<file path="config.mk">
export PLATFORM = sky130hd
export DESIGN_NAME = mem_port_arbiter
export DESIGN_NICKNAME = d
export VERILOG_FILES = /design/src/rtl/mem_port_arbiter.sv
export SDC_FILE = /design/constraint.sdc
export NUM_CORES = 1
export LEC_CHECK = 0
export ABC_AREA = 1
export CORE_MARGIN = 2
export CORE_UTILIZATION = 40
export DETAILED_ROUTE_END_ITERATION = 8
export HOLD_SLACK_MARGIN = 0.12
export PLACE_DENSITY = 0.78
export SETUP_SLACK_MARGIN = 0.5
export SLEW_MARGIN = 10
export SYNTH_ARGS = -nofsm -noshare
export SYNTH_HDL_FRONTEND = slang
export SYNTH_SLANG_ARGS = --single-unit
</file>
<file path="constraint.sdc">
create_clock -name clk -period 2.05 [get_ports clk]
set_clock_uncertainty 0.1 [all_clocks]
set_input_delay 0.205 -clock clk [delete_from_list [all_inputs] [get_ports clk]]
set_output_delay 0.205 -clock clk [all_outputs]
set_load 0.02 [all_outputs]
</file>
<file path="src/rtl/mem_port_arbiter.sv">
// Arbiter for a single-ported unified I/D memory: MEM has priority, IF is protected by a
// starvation guard, and each access holds the port for MEM_LAT cycles before a one-cycle DONE.
module mem_port_arbiter #(
  parameter int DATA_W       = 32,
  parameter int ADDR_W       = 32,
  parameter int MEM_LAT      = 2,
  parameter int STARVE_LIMIT = 4
) (
  input  logic              clk,
  input  logic              rst_n,
  input  logic              if_req,
  input  logic [ADDR_W-1:0] if_addr,
  input  logic              if_flush,
  output logic [DATA_W-1:0] if_rdata,
  output logic              if_valid,
  output logic              if_stall,
  input  logic              mem_req,
  input  logic              mem_we,
  input  logic [ADDR_W-1:0] mem_addr,
  input  logic [DATA_W-1:0] mem_wdata,
  output logic [DATA_W-1:0] mem_rdata,
  output logic              mem_valid,
  output logic              mem_stall,
  output logic              m_en,
  output logic              m_we,
  output logic [ADDR_W-3:0] m_addr,
  output logic [DATA_W-1:0] m_wdata,
  input  logic [DATA_W-1:0] m_rdata
);

  localparam int LAT_W = $clog2(MEM_LAT + 1);
  localparam int STK_W = $clog2(STARVE_LIMIT + 1);

  typedef enum logic [1:0] {IDLE, BUSY_IF, BUSY_MEM, DONE} state_t;

  state_t           state, state_nxt;
  logic [LAT_W-1:0] lat_cnt;
  logic [STK_W-1:0] streak;
  logic             owner_if;
  logic             discard;
  logic             we_q;
  logic             grant_mem, grant_if, last_beat;

  // Memory is word-addressed; byte-offset bits of the requester addresses are dropped.
  logic unused_addr_bits;
  assign unused_addr_bits = ^{if_addr[1:0], mem_addr[1:0]};

  // NOTE: every signal driven here gets a default first, so no path leaves a latch behind.
  always_comb begin
    state_nxt = state;
    grant_mem = 1'b0;
    grant_if  = 1'b0;
    last_beat = (lat_cnt == LAT_W'(MEM_LAT));
    unique case (state)
      IDLE: begin
        if (mem_req && (!if_req || streak < STK_W'(STARVE_LIMIT))) begin
          grant_mem = 1'b1;
          state_nxt = BUSY_MEM;
        end else if (if_req && !if_flush) begin
          grant_if  = 1'b1;
          state_nxt = BUSY_IF;
        end
      end
      BUSY_IF, BUSY_MEM: if (last_beat) state_nxt = DONE;
      // No re-arbitration here: a request still held from the finished access must not be re-granted.
      DONE:    state_nxt = IDLE;
      default: state_nxt = IDLE;
    endcase

    m_en      = (state == BUSY_IF) || (state == BUSY_MEM);
    m_we      = (state == BUSY_MEM) && we_q;
    if_valid  = (state == DONE) && owner_if && !discard && !if_flush;
    mem_valid = (state == DONE) && !owner_if;
    if_stall  = if_req && !if_valid;
    mem_stall = mem_req && !mem_valid;
  end

  // NOTE: sequential state uses non-blocking assignments so every register samples pre-edge values.
  always_ff @(posedge clk or negedge rst_n) begin
    if (!rst_n) begin
      // NOTE: every register here is a plain flop, so all of them are reset; there is no memory array to exempt.
      state     <= IDLE;
      lat_cnt   <= '0;
      streak    <= '0;
      owner_if  <= 1'b0;
      discard   <= 1'b0;
      we_q      <= 1'b0;
      m_addr    <= '0;
      m_wdata   <= '0;
      if_rdata  <= '0;
      mem_rdata <= '0;
    end else begin
      state <= state_nxt;

      if (grant_mem || grant_if) begin
        lat_cnt  <= LAT_W'(1);
        owner_if <= grant_if;
        discard  <= 1'b0;
        we_q     <= grant_mem && mem_we;
        m_addr   <= grant_if ? if_addr[ADDR_W-1:2] : mem_addr[ADDR_W-1:2];
        if (grant_mem) m_wdata <= mem_wdata;
      end else if (m_en) begin
        lat_cnt <= last_beat ? '0 : lat_cnt + LAT_W'(1);
      end

      // A flushed fetch still runs to completion on the memory side; only its result is dropped.
      if (state == BUSY_IF && if_flush) discard <= 1'b1;
      if (state == BUSY_IF && last_beat && !discard && !if_flush) if_rdata <= m_rdata;
      if (state == BUSY_MEM && last_beat && !we_q) mem_rdata <= m_rdata;

      if (grant_if) begin
        streak <= '0;
      end else if (grant_mem) begin
        if (!if_req) streak <= '0;
        else if (streak < STK_W'(STARVE_LIMIT)) streak <= streak + STK_W'(1);
      end
    end
  end

endmodule

</file>
==> impl_metrics.toml, run 1 <==
[layout]
layout-drive-gt1-share_pct = 9.46
final_design_area_no_fill_um2 = 9160
num_antenna_cells = 0
finish.net_count = 1036
layout-area-overhead-vs-synth_pct = 61.6

[yosys]
synth.lib_cells_used.distinct = 23
post_synthesis_share_of_cell_area_spent_on_xor_and_xnor_gates_pct = 0
mappedNetlistNets = 760
yosysSeqAreaShare_pct = 60.1
synth_simple_gate_area_share_pct = 25.8
synth-compound-area-share_pct = 6.10
synthesis.instances = 621
synth-warning-count = 0
mappedNetlistArea_um2 = 5670
synth_mux_area_share_pct = 0.177
largest_family_of_logic_cells_by_synthesized_area = "simple AND/OR/NAND/NOR gates"
yosys.area_share.adder_pct = 1.10
syn-mean-instance-area_um2 = 9.12
postSynthRegisterBits = 136

[power_and_ir_drop]
max-vdd-ir-drop_mv = 0.823
power_per_cell_area_nw_per_um2 = 1510
power.static_leakage_nw = 4.71

[clock_tree]
cts_inserted_buffers = 17
clock_insertion_delay_worst_skew_ns = 0.40
clock_sinks = 136
cts.clk_slew.worst_paths_ns = 0.06
cts.htree.levels = 4
cts_root_buf = "sky130_fd_sc_hd__clkbuf_16"
clock_tree.buffer_depth = 2
tritoncts = "yes"

[sta]
tns_ns = 0
achievable-frequency_mhz = 570
rsz0062_at_grt = "yes"
post-route-min-period_ns = 1.75
finalHoldViolCount = 0
timing.max_slew.rel_slack_pct = 66.8
final_count_of_negative_setup_slack_endpoints = 0
drv_slew = 0
worstMarginPinSlew_ns = 0.498
finalCritPeriodShare_pct = 85.6

[worst_setup_path]
timing.critical_path.to_type = "output port"
critPathMaxFanout = 4
kind_of_start_point_of_the_critical_path = "register"
timing.critical_path.arrival_ns = 1.45
cp_data_required_time_ns = 1.75
criticalPathCategory = "register to output port"

[grt]
grt_start_max_net_pins = 65
grt.total_usage_pct = 22.5
globalRouteOverflowTotal = 0
global_route_wire_length_before_repair_mm = 26.4
first_global_vias = 5306
number_of_antenna_violations_at_the_first_check_in_global_routing = 0

[floorplan]
vertical_die_dimension_um = 123
initial_core_utilization_pct = 40.8
core_um2 = 13900
fp.dieW_um = 123
dieArea_um2 = 15100
rows = 43
top_level_i_o_count = 266

[job]
maxCapViolations = 0

[route]
route.antenna.remaining_nets = 0
route.detailed.drc = 0
initialDrtViolationCount = 287
routedWlPerCell_um = 15.9
total_via_count_in_the_routed_design = 5332
finalWirelength_mm = 17.3
firstDrtPassIters = 4
detail_route.vias_per_cell = 4.90

[min_path]
timing.hold.worst.class = "primary input to async pin"

[placement]
place.gp.congestion = 0.841
dpl-instance-area_um2 = 8520
dp_hpwl_mm = 11.1
port_buffers = 261

[run_status]
outcome = "complete, no violations"
## cells in the mapped netlist
cell	n	share of area, %
sky130_fd_sc_hd__nand2_2	1	0.11
sky130_fd_sc_hd__buf_6	2	0.40
sky130_fd_sc_hd__nand3_2	7	1.2
sky130_fd_sc_hd__nand3b_1	1	0.13
sky130_fd_sc_hd__inv_2	3	0.20
sky130_fd_sc_hd__clkbuf_1	9	0.60
sky130_fd_sc_hd__dfrtp_1	136	60
sky130_fd_sc_hd__buf_2	22	1.9
sky130_fd_sc_hd__nor2_1	6	0.40
sky130_fd_sc_hd__nand3_1	65	5.7
sky130_fd_sc_hd__nand2_1	209	14
sky130_fd_sc_hd__nor2_4	1	0.20
sky130_fd_sc_hd__o21ai_0	38	3.4
sky130_fd_sc_hd__inv_1	43	2.8
sky130_fd_sc_hd__ha_1	5	1.1
sky130_fd_sc_hd__nor2_2	1	0.11
sky130_fd_sc_hd__mux2i_1	1	0.18
sky130_fd_sc_hd__o21ai_1	31	2.7
sky130_fd_sc_hd__nand4_1	31	3.4
sky130_fd_sc_hd__nor4_1	1	0.11
sky130_fd_sc_hd__and3_1	1	0.11
sky130_fd_sc_hd__buf_4	6	0.79
sky130_fd_sc_hd__nand3b_4	1	0.35
## cell usage in the layout, fill, tap and decap left out, types with 2 or more instances in the layout
cell,count
sky130_fd_sc_hd__clkinv_2,3
sky130_fd_sc_hd__inv_2,3
sky130_fd_sc_hd__clkbuf_8,3
sky130_fd_sc_hd__clkdlybuf4s50_1,128
sky130_fd_sc_hd__buf_2,2
sky130_fd_sc_hd__clkbuf_16,19
sky130_fd_sc_hd__nand3_4,2
sky130_fd_sc_hd__buf_4,23
sky130_fd_sc_hd__ha_1,3
sky130_fd_sc_hd__nand3_1,65
sky130_fd_sc_hd__buf_12,7
sky130_fd_sc_hd__ha_4,2
sky130_fd_sc_hd__inv_1,42
sky130_fd_sc_hd__nand4_1,31
sky130_fd_sc_hd__clkbuf_1,4
sky130_fd_sc_hd__dfrtp_1,136
sky130_fd_sc_hd__nand2_1,209
sky130_fd_sc_hd__o21ai_1,31
sky130_fd_sc_hd__buf_6,3
sky130_fd_sc_hd__nand3_2,5
sky130_fd_sc_hd__clkinvlp_4,3
sky130_fd_sc_hd__nor2_1,6
sky130_fd_sc_hd__o21ai_0,38
sky130_fd_sc_hd__dlygate4sd2_1,126
sky130_fd_sc_hd__bufbuf_16,2
## power by group
group	switching (mW)	total [mW]	internal [mW]	leakage, nW
clock	1.09	2.72	1.63	0.252
combinational	3.81	6.43	2.61	2.78
sequential	0.681	4.66	3.98	1.67
total	5.59	13.8	8.22	4.71
## routing by layer
metal | up-vias | GRT usage, % | share of wire [%]
met5 | - | 0 | 0
met4 | 0 | 10.0 | 3.4
met2 | 192 | 37.1 | 49
met1 | 2520 | 28.0 | 41
met3 | 44 | 5.63 | 6.6
li1 | 2576 | - | -
## critical path: stages (launching register included)
cell and delay (ns):
sky130_fd_sc_hd__dfrtp_1 0.41, sky130_fd_sc_hd__inv_1 0.17, sky130_fd_sc_hd__ha_4 0.20, sky130_fd_sc_hd__nand2_1 0.06
sky130_fd_sc_hd__inv_1 0.07, sky130_fd_sc_hd__buf_4 0.14
## kinds of logic after synthesis
family	after synthesis
multiplexers	1
flip-flops	136
adder cells (fa/ha/maj)	5
AND/OR/NAND/NOR	325
buffers and inverters	85
AO/OA/AOI/OAI	69
## registers in the layout (all words and copies together) (netlist names)
| name | flops |
|---|---|
| streak | 3 |
| lat_cnt | 2 |
| state | 2 |
| m_wdata | 32 |
| we_q | 1 |
| if_rdata | 32 |
| m_addr | 30 |
| discard | 1 |
| owner_if | 1 |
| mem_rdata | 32 |
## worst paths after layout
| check | startpoint | end | slack [ns] | cells past startpoint |
|---|---|---|---|---|
| min reg2reg | m_wdata[29]$_DFFE_PN0P_ | m_wdata[29]$_DFFE_PN0P_ | 0.37 | 2 |
| min | rst_n | if_rdata[5]$_DFFE_PN0P_ | 0.21 | 2 |
| max | state[0]$_DFFE_PN0P_ | m_we | 0.30 | 5 |
| max in group asynchronous | rst_n | if_rdata[21]$_DFFE_PN0P_ | 1.00 | 3 |
| max reg2reg | state[0]$_DFFE_PN0P_ | m_addr[23]$_DFFE_PN0P_ | 0.44 | 7 |
| min in group clk | mem_wdata[5] | m_wdata[5]$_DFFE_PN0P_ | 0.23 | 3 |
## final cells by class
class / instances / area, um2
fillers: 1198 / 4720
clock inverters: 7 / 46.3
well taps: 180 / 225
clock buffers: 24 / 482
inverters: 46 / 175
repair buffers: 295 / 2880
multi-input cells: 401 / 1940
flip-flops and latches: 136 / 3400
## metrics by stage
stage / hold WS (ns) / total power [mW] / worst slack [ns] / utilization [%] / instances
3_3_place_gp: 0.0868 / 11.5 / 0.0885 / 61.4 / 1041
5_1_grt: 0.227 / 14.8 / 0.201 / 66.0 / 1089
3_5_place_dp: 0.0910 / 11.6 / 0.0684 / 61.4 / 1041
4_1_cts: 0.212 / 13.8 / 0.281 / 65.1 / 1083
2_1_floorplan: -0.191 / 8.17 / 0.550 / - / 621
6_report: 0.213 / 13.8 / 0.296 / 66.0 / 1089
## repair_timing
item	CTS	global route
hold buffers	1	0
gates resized for setup	165	3
gates cloned	2	4
setup buffers	8	2
endpoints found under the hold margin	136	0
setup endpoints to repair	221	131
pin swaps	1	0
Power figures use the tool's default switching activity.
==> inputs of run 2 (changes only) <==
CTS_CLUSTER_DIAMETER = 50   (was unset)
==> results of run 2 <==
Same layout as run 1: the final DEF is identical, and so are final timing and power.
==> inputs of run 3 (changes only) <==
clock period = 1.77 ns   (was 2.05 ns; I/O delays follow)
==> run 3 against run 2 <==
Effect of this change:
- worst hold slack got worse by 0.077 ns
- combinational power is 87% higher
- die area unchanged
- flip-flop and latch count stayed put
- clock power up 40%
- sequential power rose by 29%
- final area is 28% higher
- core utilization is 19 points higher
- global-route usage is 3.4 points higher
- wire length rose by 48%
- largest power group unchanged
==> impl_metrics.toml, run 3 (same netlist as run 1, synthesis figures left out) <==
[worst_setup_path]
worst_path_most_repeated_cell = "sky130_fd_sc_hd__buf_6"
highest_delay_cell_along_the_critical_path = "sky130_fd_sc_hd__dfrtp_1"
critical_path_buf_inv_count = 4
timing.critical_path.to_type = "register"
timing.critical_path.arrival_ns = 1.89
criticalPathCategory = "register to register"
critical-path-top-delay-family = "buffers and inverters"
timing.critical_path.cells = "buf_6 > inv_4 > buf_6 > ha_4 > nand3_4 > clkbuf_16 > nand2_4 > o21ai_1"
cp_data_required_time_ns = 1.97
critPathMaxFanout = 8
max_stage_delay_ns = 0.39
kind_of_start_point_of_the_critical_path = "register"

[grt]
number_of_antenna_violations_at_the_first_check_in_global_routing = 0
globalRouteOverflowTotal = 0
first_global_vias = 5681
grt.total_usage_pct = 25.9
grt_start_max_net_pins = 65
global_route_wire_length_before_repair_mm = 29.7

[placement]
place.gp.congestion = 0.788
port_buffers = 261
dp_hpwl_mm = 11.7
dpl-instance-area_um2 = 8640
post-place-ws_ns = -0.0890

[power_and_ir_drop]
power_per_cell_area_nw_per_um2 = 1860
switchingPower_mw = 9.09
clkPwrFrac_pct = 17.4
power.static_leakage_nw = 5.82
sw_frac_of_total_pct = 41.7
internal_power_mw = 12.7
power_frac_seq_pct = 27.5
max-vdd-ir-drop_mv = 0.986
power_mw = 21.8
combinationalPowerShare_pct = 55.0

[route]
finalWirelength_mm = 25.7
firstDrtPassIters = 5
routedWlPerCell_um = 21.7
initialDrtViolationCount = 463
detail_route.vias_per_cell = 5.42
route.antenna.remaining_nets = 0
route.detailed.drc = 0
total_via_count_in_the_routed_design = 6408

[floorplan]
core_um2 = 13900
top_level_i_o_count = 266
vertical_die_dimension_um = 123
rows = 43
dieArea_um2 = 15100
initial_core_utilization_pct = 40.8
fp.dieW_um = 123

[run_status]
outcome = "complete, no violations"

[clock_tree]
cts.clk_slew.worst_paths_ns = 0.06
cts.htree.levels = 4
clock_sinks = 136
cts_inserted_buffers = 17
cts_root_buf = "sky130_fd_sc_hd__clkbuf_16"
clock_tree.buffer_depth = 2
tritoncts = "yes"
clock_insertion_delay_worst_skew_ns = 0.41

[sta]
worstMarginPinSlew_ns = 0.376
rsz0062_at_grt = "yes"
finalHoldViolCount = 0
achievable-frequency_mhz = 589
final.setup.worst_slack_ns = 0.0722
drv_slew = 0
timing.max_slew.rel_slack_pct = 74.9
finalCritPeriodShare_pct = 95.9
final_count_of_negative_setup_slack_endpoints = 0
post-route-min-period_ns = 1.70

[layout]
layout.cells.most_common = "sky130_fd_sc_hd__dfrtp_1"
layout-drive-gt1-share_pct = 55.0
layout.cells.most_common_list = "135 x sky130_fd_sc_hd__dfrtp_1, 128 x sky130_fd_sc_hd__clkdlybuf4s50_1, 81 x sky130_fd_sc_hd__nand2_1, 78 x sky130_fd_sc_hd__buf_4, 78 x sky130_fd_sc_hd__buf_2"
biggest_regs = "if_rdata x32, m_wdata x32, mem_rdata x32"
layout-area-overhead-vs-synth_pct = 107
num_antenna_cells = 0
fillerInstances = 686
finish.net_count = 1130
final_design_area_no_fill_um2 = 11700

[job]
maxCapViolations = 0

[min_path]
timing.hold.worst.class = "primary input to async pin"
## run 3: worst paths after layout
path                                         from                       end  slack (ns)  cells after the start
max reg2reg                  state[1]$_DFFE_PN0P_  if_rdata[12]$_DFFE_PN0P_        0.07                      8
min reg2reg                m_wdata[9]$_DFFE_PN0P_    m_wdata[9]$_DFFE_PN0P_        0.38                      2
max in group asynchronous                   rst_n   if_rdata[0]$_DFFE_PN0P_        0.79                      3
max                          state[1]$_DFFE_PN0P_  if_rdata[12]$_DFFE_PN0P_        0.07                      8
min in group clk                    mem_wdata[19]   m_wdata[19]$_DFFE_PN0P_        0.20                      3
min                                         rst_n  mem_rdata[7]$_DFFE_PN0P_        0.14                      2
## run 3: metal layers
metal	global-route usage [%]	share of wire, %	vias to the layer above	wire length, um
met5	0	0	-	0
met4	10.6	3.3	0	839
met3	9.04	9.1	72	2340
met2	43.4	52	351	13400
met1	30.4	35	3198	9080
li1	-	-	2787	-
## run 3: what timing repair did
item	4_1_cts	5_1_grt
gates resized for setup	649	402
buffers inserted	19	49
pin swaps	21	62
hold endpoints to repair	136	0
gates cloned	18	17
endpoints found under the setup margin	268	201
hold buffers	1	0
## run 3: metrics by stage
step / util (%) / cells / hold slack, ns / setup TNS [ns]
after detailed placement: 62.2 / 1048 / 0.00295 / -0.136
after global placement: 62.2 / 1048 / -0.00179 / -0.141
after global routing: 84.5 / 1183 / 0.153 / -0.00185
final: 84.5 / 1183 / 0.136 / 0
after CTS: 69.6 / 1117 / 0.139 / 0
after floorplan: - / 621 / -0.219 / 0
## run 3: cell type report
cell class / count / area [um2] / share of cell area [%]
clock buffers: 17 / 425 / 3.63
clock inverters: 14 / 200 / 1.71
inverters: 46 / 188 / 1.60
multi-input cells: 400 / 3190 / 27.2
flip-flops and latches: 136 / 3400 / 29.0
well taps: 180 / 225 / 1.92
repair buffers: 390 / 4100 / 34.9
## run 3: power by group through the flow
stage | clock [mW] | combinational, mW | sequential, mW
finish | 3.80 | 12.0 | 6.01
global route | 3.96 | 12.7 | 6.13
CTS | 3.79 | 8.37 | 5.51
detailed placement | 0 | 8.24 | 5.48
global placement | 0 | 8.11 | 5.42
floorplan | 0 | 2.47 | 7.17
